===== src/rtl/avalon_bus_arbiter_if.sv =====
// One Avalon-MM link: a requester drives command/data and the responder returns
// readdata and waitrequest.
interface avalon_bus_arbiter_if;
  logic [31:0] address;
  logic        read;
  logic        write;
  logic [31:0] writedata;
  logic [3:0]  byteenable;
  logic [31:0] readdata;
  logic        waitrequest;

  modport master (
    output address, read, write, writedata, byteenable,
    input  readdata, waitrequest
  );

  modport slave (
    input  address, read, write, writedata, byteenable,
    output readdata, waitrequest
  );
endinterface


===== src/rtl/avalon_bus_arbiter.sv =====
// Two-master to one-slave Avalon-MM arbiter with round-robin or fixed priority,
// per-master completed-transfer counters and a sticky protocol-error flag.
//
// Handshake: a master request (read|write) is held until the arbiter returns
// waitrequest=0 for it; the transfer completes on the rising edge where the
// granted master is requesting and the slave's waitrequest is 0.
module avalon_bus_arbiter #(
  parameter int FIXED_PRIORITY = 0,
  parameter int CNT_W          = 16
) (
  input  logic                 clk,
  input  logic                 reset,
  avalon_bus_arbiter_if.slave  m0,
  avalon_bus_arbiter_if.slave  m1,
  avalon_bus_arbiter_if.master s,
  output logic [1:0]           grant,
  output logic [CNT_W-1:0]     xfer_count0,
  output logic [CNT_W-1:0]     xfer_count1,
  output logic                 protocol_error,
  output logic [1:0]           state_dbg
);

  localparam logic [1:0] ST_IDLE   = 2'd0;
  localparam logic [1:0] ST_GRANT0 = 2'd1;
  localparam logic [1:0] ST_GRANT1 = 2'd2;

  logic [1:0] state;
  logic [1:0] state_nxt;
  logic       last_grant;
  logic       req0, req1;
  logic       both0, both1;
  logic       done0, done1;
  logic       drop0, drop1;

  assign req0  = m0.read | m0.write;
  assign req1  = m1.read | m1.write;
  assign both0 = m0.read & m0.write;
  assign both1 = m1.read & m1.write;

  assign done0 = (state == ST_GRANT0) && req0 && !s.waitrequest;
  assign done1 = (state == ST_GRANT1) && req1 && !s.waitrequest;
  assign drop0 = (state == ST_GRANT0) && !req0;
  assign drop1 = (state == ST_GRANT1) && !req1;

  assign state_dbg   = state;
  assign m0.readdata = s.readdata;
  assign m1.readdata = s.readdata;

  always_comb begin
    state_nxt = state;
    case (state)
      ST_IDLE: begin
        if (req0 && req1) begin
          // last_grant=1 means m1 was served last, so m0 takes the tie
          state_nxt = ((FIXED_PRIORITY != 0) || last_grant) ? ST_GRANT0 : ST_GRANT1;
        end else if (req0) begin
          state_nxt = ST_GRANT0;
        end else if (req1) begin
          state_nxt = ST_GRANT1;
        end
      end
      ST_GRANT0: if (!req0 || !s.waitrequest) state_nxt = ST_IDLE;
      ST_GRANT1: if (!req1 || !s.waitrequest) state_nxt = ST_IDLE;
      default:   state_nxt = ST_IDLE;
    endcase
  end

  always_comb begin
    s.address      = '0;
    s.read         = 1'b0;
    s.write        = 1'b0;
    s.writedata    = '0;
    s.byteenable   = '0;
    m0.waitrequest = 1'b1;
    m1.waitrequest = 1'b1;
    grant          = 2'b00;
    case (state)
      ST_GRANT0: begin
        s.address      = m0.address;
        s.read         = m0.read & ~m0.write;
        s.write        = m0.write & ~m0.read;
        s.writedata    = m0.writedata;
        s.byteenable   = m0.byteenable;
        m0.waitrequest = s.waitrequest;
        grant          = 2'b01;
      end
      ST_GRANT1: begin
        s.address      = m1.address;
        s.read         = m1.read & ~m1.write;
        s.write        = m1.write & ~m1.read;
        s.writedata    = m1.writedata;
        s.byteenable   = m1.byteenable;
        m1.waitrequest = s.waitrequest;
        grant          = 2'b10;
      end
      default: ;
    endcase
  end

  always_ff @(posedge clk) begin
    if (reset) begin
      state          <= ST_IDLE;
      last_grant     <= 1'b1;
      xfer_count0    <= '0;
      xfer_count1    <= '0;
      protocol_error <= 1'b0;
    end else begin
      state <= state_nxt;
      if (done0) begin
        last_grant  <= 1'b0;
        xfer_count0 <= xfer_count0 + CNT_W'(1);
      end
      if (done1) begin
        last_grant  <= 1'b1;
        xfer_count1 <= xfer_count1 + CNT_W'(1);
      end
      if (both0 || both1 || drop0 || drop1) protocol_error <= 1'b1;
    end
  end

endmodule


===== src/flat_wrapper.sv =====
// flat-port wrapper written by rule: the top's interface ports become plain ports
module avalon_bus_arbiter_flat 
#(
  parameter int FIXED_PRIORITY = 0,
  parameter int CNT_W          = 16
)
  (clk, reset, grant, xfer_count0, xfer_count1, protocol_error, state_dbg, m0_address, m0_read, m0_write, m0_writedata, m0_byteenable, m0_readdata, m0_waitrequest, m1_address, m1_read, m1_write, m1_writedata, m1_byteenable, m1_readdata, m1_waitrequest, s_address, s_read, s_write, s_writedata, s_byteenable, s_readdata, s_waitrequest);
  avalon_bus_arbiter_if m0_i ();
  avalon_bus_arbiter_if m1_i ();
  avalon_bus_arbiter_if s_i ();
  input  logic clk;
  input  logic reset;
  output logic [1:0] grant;
  output logic [CNT_W-1:0] xfer_count0;
  output logic [CNT_W-1:0] xfer_count1;
  output logic protocol_error;
  output logic [1:0] state_dbg;
  input wire logic [$bits(m0_i.address)-1:0] m0_address;
  input wire logic [$bits(m0_i.read)-1:0] m0_read;
  input wire logic [$bits(m0_i.write)-1:0] m0_write;
  input wire logic [$bits(m0_i.writedata)-1:0] m0_writedata;
  input wire logic [$bits(m0_i.byteenable)-1:0] m0_byteenable;
  output wire logic [$bits(m0_i.readdata)-1:0] m0_readdata;
  output wire logic [$bits(m0_i.waitrequest)-1:0] m0_waitrequest;
  input wire logic [$bits(m1_i.address)-1:0] m1_address;
  input wire logic [$bits(m1_i.read)-1:0] m1_read;
  input wire logic [$bits(m1_i.write)-1:0] m1_write;
  input wire logic [$bits(m1_i.writedata)-1:0] m1_writedata;
  input wire logic [$bits(m1_i.byteenable)-1:0] m1_byteenable;
  output wire logic [$bits(m1_i.readdata)-1:0] m1_readdata;
  output wire logic [$bits(m1_i.waitrequest)-1:0] m1_waitrequest;
  output wire logic [$bits(s_i.address)-1:0] s_address;
  output wire logic [$bits(s_i.read)-1:0] s_read;
  output wire logic [$bits(s_i.write)-1:0] s_write;
  output wire logic [$bits(s_i.writedata)-1:0] s_writedata;
  output wire logic [$bits(s_i.byteenable)-1:0] s_byteenable;
  input wire logic [$bits(s_i.readdata)-1:0] s_readdata;
  input wire logic [$bits(s_i.waitrequest)-1:0] s_waitrequest;
  assign m0_i.address = m0_address;
  assign m0_i.read = m0_read;
  assign m0_i.write = m0_write;
  assign m0_i.writedata = m0_writedata;
  assign m0_i.byteenable = m0_byteenable;
  assign m0_readdata = m0_i.readdata;
  assign m0_waitrequest = m0_i.waitrequest;
  assign m1_i.address = m1_address;
  assign m1_i.read = m1_read;
  assign m1_i.write = m1_write;
  assign m1_i.writedata = m1_writedata;
  assign m1_i.byteenable = m1_byteenable;
  assign m1_readdata = m1_i.readdata;
  assign m1_waitrequest = m1_i.waitrequest;
  assign s_address = s_i.address;
  assign s_read = s_i.read;
  assign s_write = s_i.write;
  assign s_writedata = s_i.writedata;
  assign s_byteenable = s_i.byteenable;
  assign s_i.readdata = s_readdata;
  assign s_i.waitrequest = s_waitrequest;
  avalon_bus_arbiter #(.FIXED_PRIORITY(FIXED_PRIORITY), .CNT_W(CNT_W)) u_core (.clk(clk), .reset(reset), .m0(m0_i), .m1(m1_i), .s(s_i), .grant(grant), .xfer_count0(xfer_count0), .xfer_count1(xfer_count1), .protocol_error(protocol_error), .state_dbg(state_dbg));
endmodule

===== config.mk =====
export PLATFORM = sky130hd
export DESIGN_NAME = avalon_bus_arbiter_flat
export DESIGN_NICKNAME = d
export VERILOG_FILES = /design/src/rtl/avalon_bus_arbiter_if.sv /design/src/rtl/avalon_bus_arbiter.sv /design/src/flat_wrapper.sv
export SDC_FILE = /design/constraint.sdc
export NUM_CORES = 1
export LEC_CHECK = 0
export ABC_AREA = 1
export ABC_CLOCK_PERIOD_IN_PS = 1600
export CAP_MARGIN = 0
export CORE_AREA = 2 2 136 138
export DETAILED_ROUTE_END_ITERATION = 10
export DIE_AREA = 0 0 138 140
export PLACE_DENSITY_LB_ADDON = 0.2
export SYNTH_ARGS = -nofsm -noshare
export SYNTH_HDL_FRONTEND = slang
export SYNTH_SLANG_ARGS = --single-unit

===== constraint.sdc =====
create_clock -name clk -period 1.6 [get_ports clk]
set_input_delay 0.32 -clock clk [delete_from_list [all_inputs] [get_ports clk]]
set_output_delay 0.32 -clock clk [all_outputs]
set_load 0.01 [all_outputs]

# --- After elaboration in Yosys (flattened, before gate mapping) ---
# Cells that the tools add are included.
word_totals:
  ff_bits: 36
  elab_cells: 57
op_classes:
  n_addsub: 2
  n_bitwise: 12
  reduce_logical: 18
  eq_ne: 5
  muxes: 15
ops:
  columns: ["cell", "count"]
  rows:
  - ["$pmux 32 s2", 2]
  - ["$add 16x1->16 const B", 2]
  - ["$mux 2", 6]
  - ["$pmux 4 s2", 1]
  - ["$logic_and 1x1->1", 7]
  - ["$and 1x1->1", 6]
  - ["$pmux 2 s3", 1]
  - ["$logic_or 1x1->1", 5]
  - ["$ne 2x2->1 const B", 2]
  - ["$ne 4x1->1 const B", 1]
  - ["$not 1->1", 4]
  - ["$pmux 1 s2", 2]
  - ["$pmux 2 s2", 1]
  - ["$logic_not 1->1", 3]
  - ["$reduce_and 3->1", 1]
  - ["$eq 2x1->1 const B", 1]
  - ["$eq 2x2->1 const B", 1]
  - ["$logic_not 2->1", 1]
  - ["$mux 1", 2]
  - ["$or 1x1->1", 2]
  - ["$reduce_or 2->1", 1]

# --- Depth between registers and ports, before layout ---
logic_depth:
  word_depth: 5
  depth_mapped: 11

# --- Worst setup path before layout ---
# No wires, ideal clock.
synth_path:
  path_kind: "register to output"
  startpoint: "register u_core.state[0] (netlist: u_core.state_dbg[0])"
  endpoint: "output s_address[0]"
  arrival_ns: 1.467
  setup_slack_ns: -0.187
  path_buffers: 3
  path_stages_with_launch: 8
  path_cell_list: "dfxtp_1 -> inv_1 -> ha_1 -> buf_2 -> buf_2 -> buf_2 -> nand2_1 -> a21oi_1"
synth_between:
  elab_chain_cells: 2
  word_cells_on_any_way: 3
  classes_between: "eq/ne: 2; mux: 1"
synth_rtl:
  columns: ["item", "line_no", "rtl"]
  rows:
  - ["start, declared", "avalon_bus_arbiter.sv:27", "logic [1:0] state;"]
  - ["start signal, assigned", "avalon_bus_arbiter.sv:108", "state <= state_nxt;"]
  - ["$eq 2x2->1 or $eq 2x1->1 (tied branches)", "avalon_bus_arbiter.sv:77", "case (state)"]
  - ["$pmux 32 s2 (*)", "avalon_bus_arbiter.sv:77", null]
  - ["end, declared", "flat_wrapper.sv:32", "output wire logic [$bits(s_i.address)-1:0] s_address;"]
# Mark *: on every way between the ends. The rest lies on a longest branch, timed or not.

# --- Final worst setup path ---
layout_path:
  startpoint: "register u_core.state[0] (netlist: u_core.state_dbg[0])"
  endpoint: "output s_address[18]"
# The elaborated chain is that of the path after synthesis.

==> results.md <==
- Status: finished with violations
- Failing checks: setup timing
- Power Dens Cells: ~630 mW/mm^2
- CTS tree: done
- Wire per inst: about 18 um
- Crit-path most repeated cell: buf_12
- Vias per cell: about 4.4
- Largest net degree at the start of global routing: 18
- Min-Delay Path Class: reg -> reg
- Met1 Routed Length: 7.78 mm
- Std cell rows: 49
- Worst Clk Skew: ~0.008 ns
- Hpwl dp: 12.7 mm
- Final Hold Fails: 0
- Layout cell share with drive strength beyond 1: 0.460
- DRC violation count after routing: 0
- Total die area: slightly below 0.02 mm^2
- Slew headroom: 0.759
- Max Cap Viol: 0
- Critical path depth: 7
- Worst-Skew Late Latency: approximately 0.28 ns
- Crit path max fanout: 9
- RePlAce Congestion: between 0.8 and 0.9
- Vias: slightly below 5k
- # nets final: about 1.0k
- IO Count: around 350
- Final worst setup slack: -0.369 ns
- VDD IR max: 0.448 mV
- Post-synthesis cell type count: 29
- Worst Setup Start Kind: register
- Synthesized area per cell: about 6 um^2
- Worst-path clk slew: ~0.060 ns
- Initial antenna violation count: 2
- # port buffers: around 250
- H-tree levels: 2
- Worst path required time: ~1.3 ns
- WHS: roughly 0.49 ns
- Die height: between 100 and 150 um
- Antenna Nets Post-Route: 0
- Area grow syn2layout: 127%
- Critical path cell sequence: inv_6 > ha_4 > inv_12 > buf_12 > buf_12 > a21oi_2 > buf_2
- Tcrit/Tclk final: 1.23
- Global Route Usage Sum: 0.183
- Post-synth EDFFs: 0
- RSZ-0062 raised after global routing: yes
- Lkg Pwr: around 3.4 nW
- Hold depth: 2
- Drt first pass iters: 4
- Metal2 WL: between 10 and 15 mm
- Ys async rst share: 0
- Top Layer Used: met4
- CP bufs+invs: 5
- Final setup viols: around 110
- Slew Viols, Final: 0
- Largest delay share family, worst path: buffers and inverters
- Final Cell Area: approximately 0.0079 mm^2
- Worst path arrival time: approximately 1.7 ns
- Num CTS Buffers: 5
- Slowest stage delay, CP: roughly 0.39 ns
- Vias in the first global route: between 4k and 5k
- Fmax: between 0.5 and 0.6 GHz
- Crit path kind: reg -> out
- Clk sinks: 36
- Yosys Warn Count: 0
- Tot Pwr: between 4 and 5 mW
- Yosys reg bits: 36
- Grt ovf: 0
- Seq/Total Area, Yosys: 0.207
- DR WL met3: about 1.4 mm
- Core Box Area: 0.0178 mm^2
- Iter 0 DRT Violations: about 130
- FF-to-FF setup slack: -0.18 ns
- Mapped Cells: slightly below 600
- Mapped Area: 0.00348 mm^2
- Syn Nets: between 700 and 800
- Routed WL: around 19 mm
- Dpl cell area: just over 0.006 mm^2
- CP Capture Type: primary output
- CP max stage cell: dfxtp_4
- Top_reg_cell synth: dfxtp_1
- R2R cell count: 12
- Initial core utilization: 0.196
- Die W: between 100 and 150 um
- Global-route wire length before repair: between 20 and 30 mm
- Clk Tree Root Cell: clkbuf_16
- Minimum clock period: approximately 2 ns
- Worst-Margin Slew: 0.360 ns
- Clock Tree Buf Depth: 2
layout make-up:
class,count,area (um^2)
Clock inverter,1,5.00
Clock buffer,6,129
Timing Repair Buffer,356,3670
Inverter,40,178
Multi-Input combinational cell,424,2890
Tap cell,229,287
Fill cell,1820,9880
Sequential cell,36,738
Antenna cell,2,5.00
through the flow:
step | util | std cells | setup TNS (ns) | setup slack (ns)
CTS | 0.414 | 1081 | -23.46 | -0.367
finish | 0.444 | 1094 | -23.55 | -0.369
detailed placement | 0.346 | 1019 | -34.48 | -0.521
floorplan | - | 591 | 0 | 0.0101
global placement | 0.346 | 1019 | -34.00 | -0.533
global route | 0.444 | 1092 | -30.82 | -0.412
sequential cells by signal, summed over array words and instances, names as in the netlist:
| register | flops |
|---|---|
| u_core.xfer_count1 | 16 |
| u_core.protocol_error | 1 |
| u_core.xfer_count0 | 16 |
| u_core.state_dbg | 2 |
| u_core.last_grant | 1 |
worst register-to-register path, delay by kind of cell (launching register included):
| family | cells | cell delay, ns |
|---|---|---|
| adder cells (fa/ha/maj) | 1 | 0.22 |
| flip-flops | 1 | 0.36 |
| AND/OR/NAND/NOR | 6 | 0.49 |
| buffers and inverters | 5 | 0.61 |
final timing paths:
| path | startpoint | end |
|---|---|---|
| setup / recovery | u_core.state_dbg[0]$_SDFFE_PP0P_ | s_address[18] |
| hold / removal | u_core.last_grant$_SDFFE_PP1P_ | u_core.last_grant$_SDFFE_PP1P_ |
| setup reg to reg | u_core.state_dbg[1]$_SDFFE_PP0P_ | u_core.xfer_count0[12]$_SDFFE_PP0P_ |
| hold reg to reg | u_core.last_grant$_SDFFE_PP1P_ | u_core.last_grant$_SDFFE_PP1P_ |
Yosys cell counts, types with 3 or more instances:
cell / n / area share
nor2_2: 4 / 0.0072
inv_1: 35 / 0.038
nor2_4: 5 / 0.016
buf_2: 7 / 0.010
nor2_1: 54 / 0.058
nand3_1: 21 / 0.030
nand2_1: 205 / 0.22
ha_1: 7 / 0.025
inv_2: 5 / 0.0054
nand4_1: 10 / 0.018
xor2_1: 3 / 0.0075
a21oi_1: 85 / 0.12
dfxtp_1: 36 / 0.21
buf_4: 65 / 0.14
o21ai_0: 14 / 0.020
clkbuf_1: 16 / 0.017
layer usage:
metal,track usage,up-vias
met5,0,-
met4,0.0333,0
met3,0.0537,7
met2,0.324,216
met1,0.221,2254
li1,-,2373
cells in the final DEF (no fill, tap or decap), types with 2 or more instances in the layout:
cell             synthesis  layout
clkdlybuf4s50_1          0     167
buf_16                   0      12
inv_1                   35      33
nand4_1                 10      10
a21oi_4                  0       6
ha_4                     0       4
dfxtp_4                  0       2
nand3_4                  2       4
o21ai_1                  2       4
dlygate4sd2_1            0       5
o21ai_2                  0       9
buf_12                   1      19
dfxtp_1                 36      26
nor2_1                  54      49
nor2_4                   5      11
diode_2                  0       2
dfxtp_2                  0       8
nor2_2                   4       3
xor2_1                   3       3
buf_4                   65      41
o21ai_0                 14       3
dlymetal6s2s_1           0       5
nand3_1                 21      15
a21oi_1                 85      15
buf_6                    0      38
inv_2                    5       3
nor2_8                   2       2
buf_2                    7      64
a21oi_2                  0      64
nand2_4                  2      40
clkbuf_16                0       8
nand2_2                  2      45
nand2_1                205     123
nand3_2                  2       6
ha_1                     7       3
kinds of logic (layout without fill, tap and decap cells):
kind of cell | Yosys count | after routing | synth area share
adder cells (fa/ha/maj) | 7 | 7 | 0.0252
XOR/XNOR | 3 | 3 | 0.00755
buffers and inverters | 131 | 403 | 0.219
flip-flops | 36 | 36 | 0.207
other | 0 | 2 | 0
AND/OR/NAND/NOR | 311 | 311 | 0.392
AO/OA/AOI/OAI | 103 | 103 | 0.150
report_power, final:
group          switching, mW  total [mW]  internal (mW)  leakage [nW]
Clock                  0.376       0.942          0.566        0.0667
Combinational           1.39        3.07           1.68          3.01
Sequential            0.0258       0.943          0.917         0.296
timing repair:
action | CTS | global route
gates resized for setup | 479 | 138
pin swaps | 31 | 47
gates cloned | 18 | 3
endpoints found under the setup margin | 112 | 114
setup buffers | 38 | 14
hold buffers | 0 | 0
Note: power is estimated with default switching activity, not from simulation.
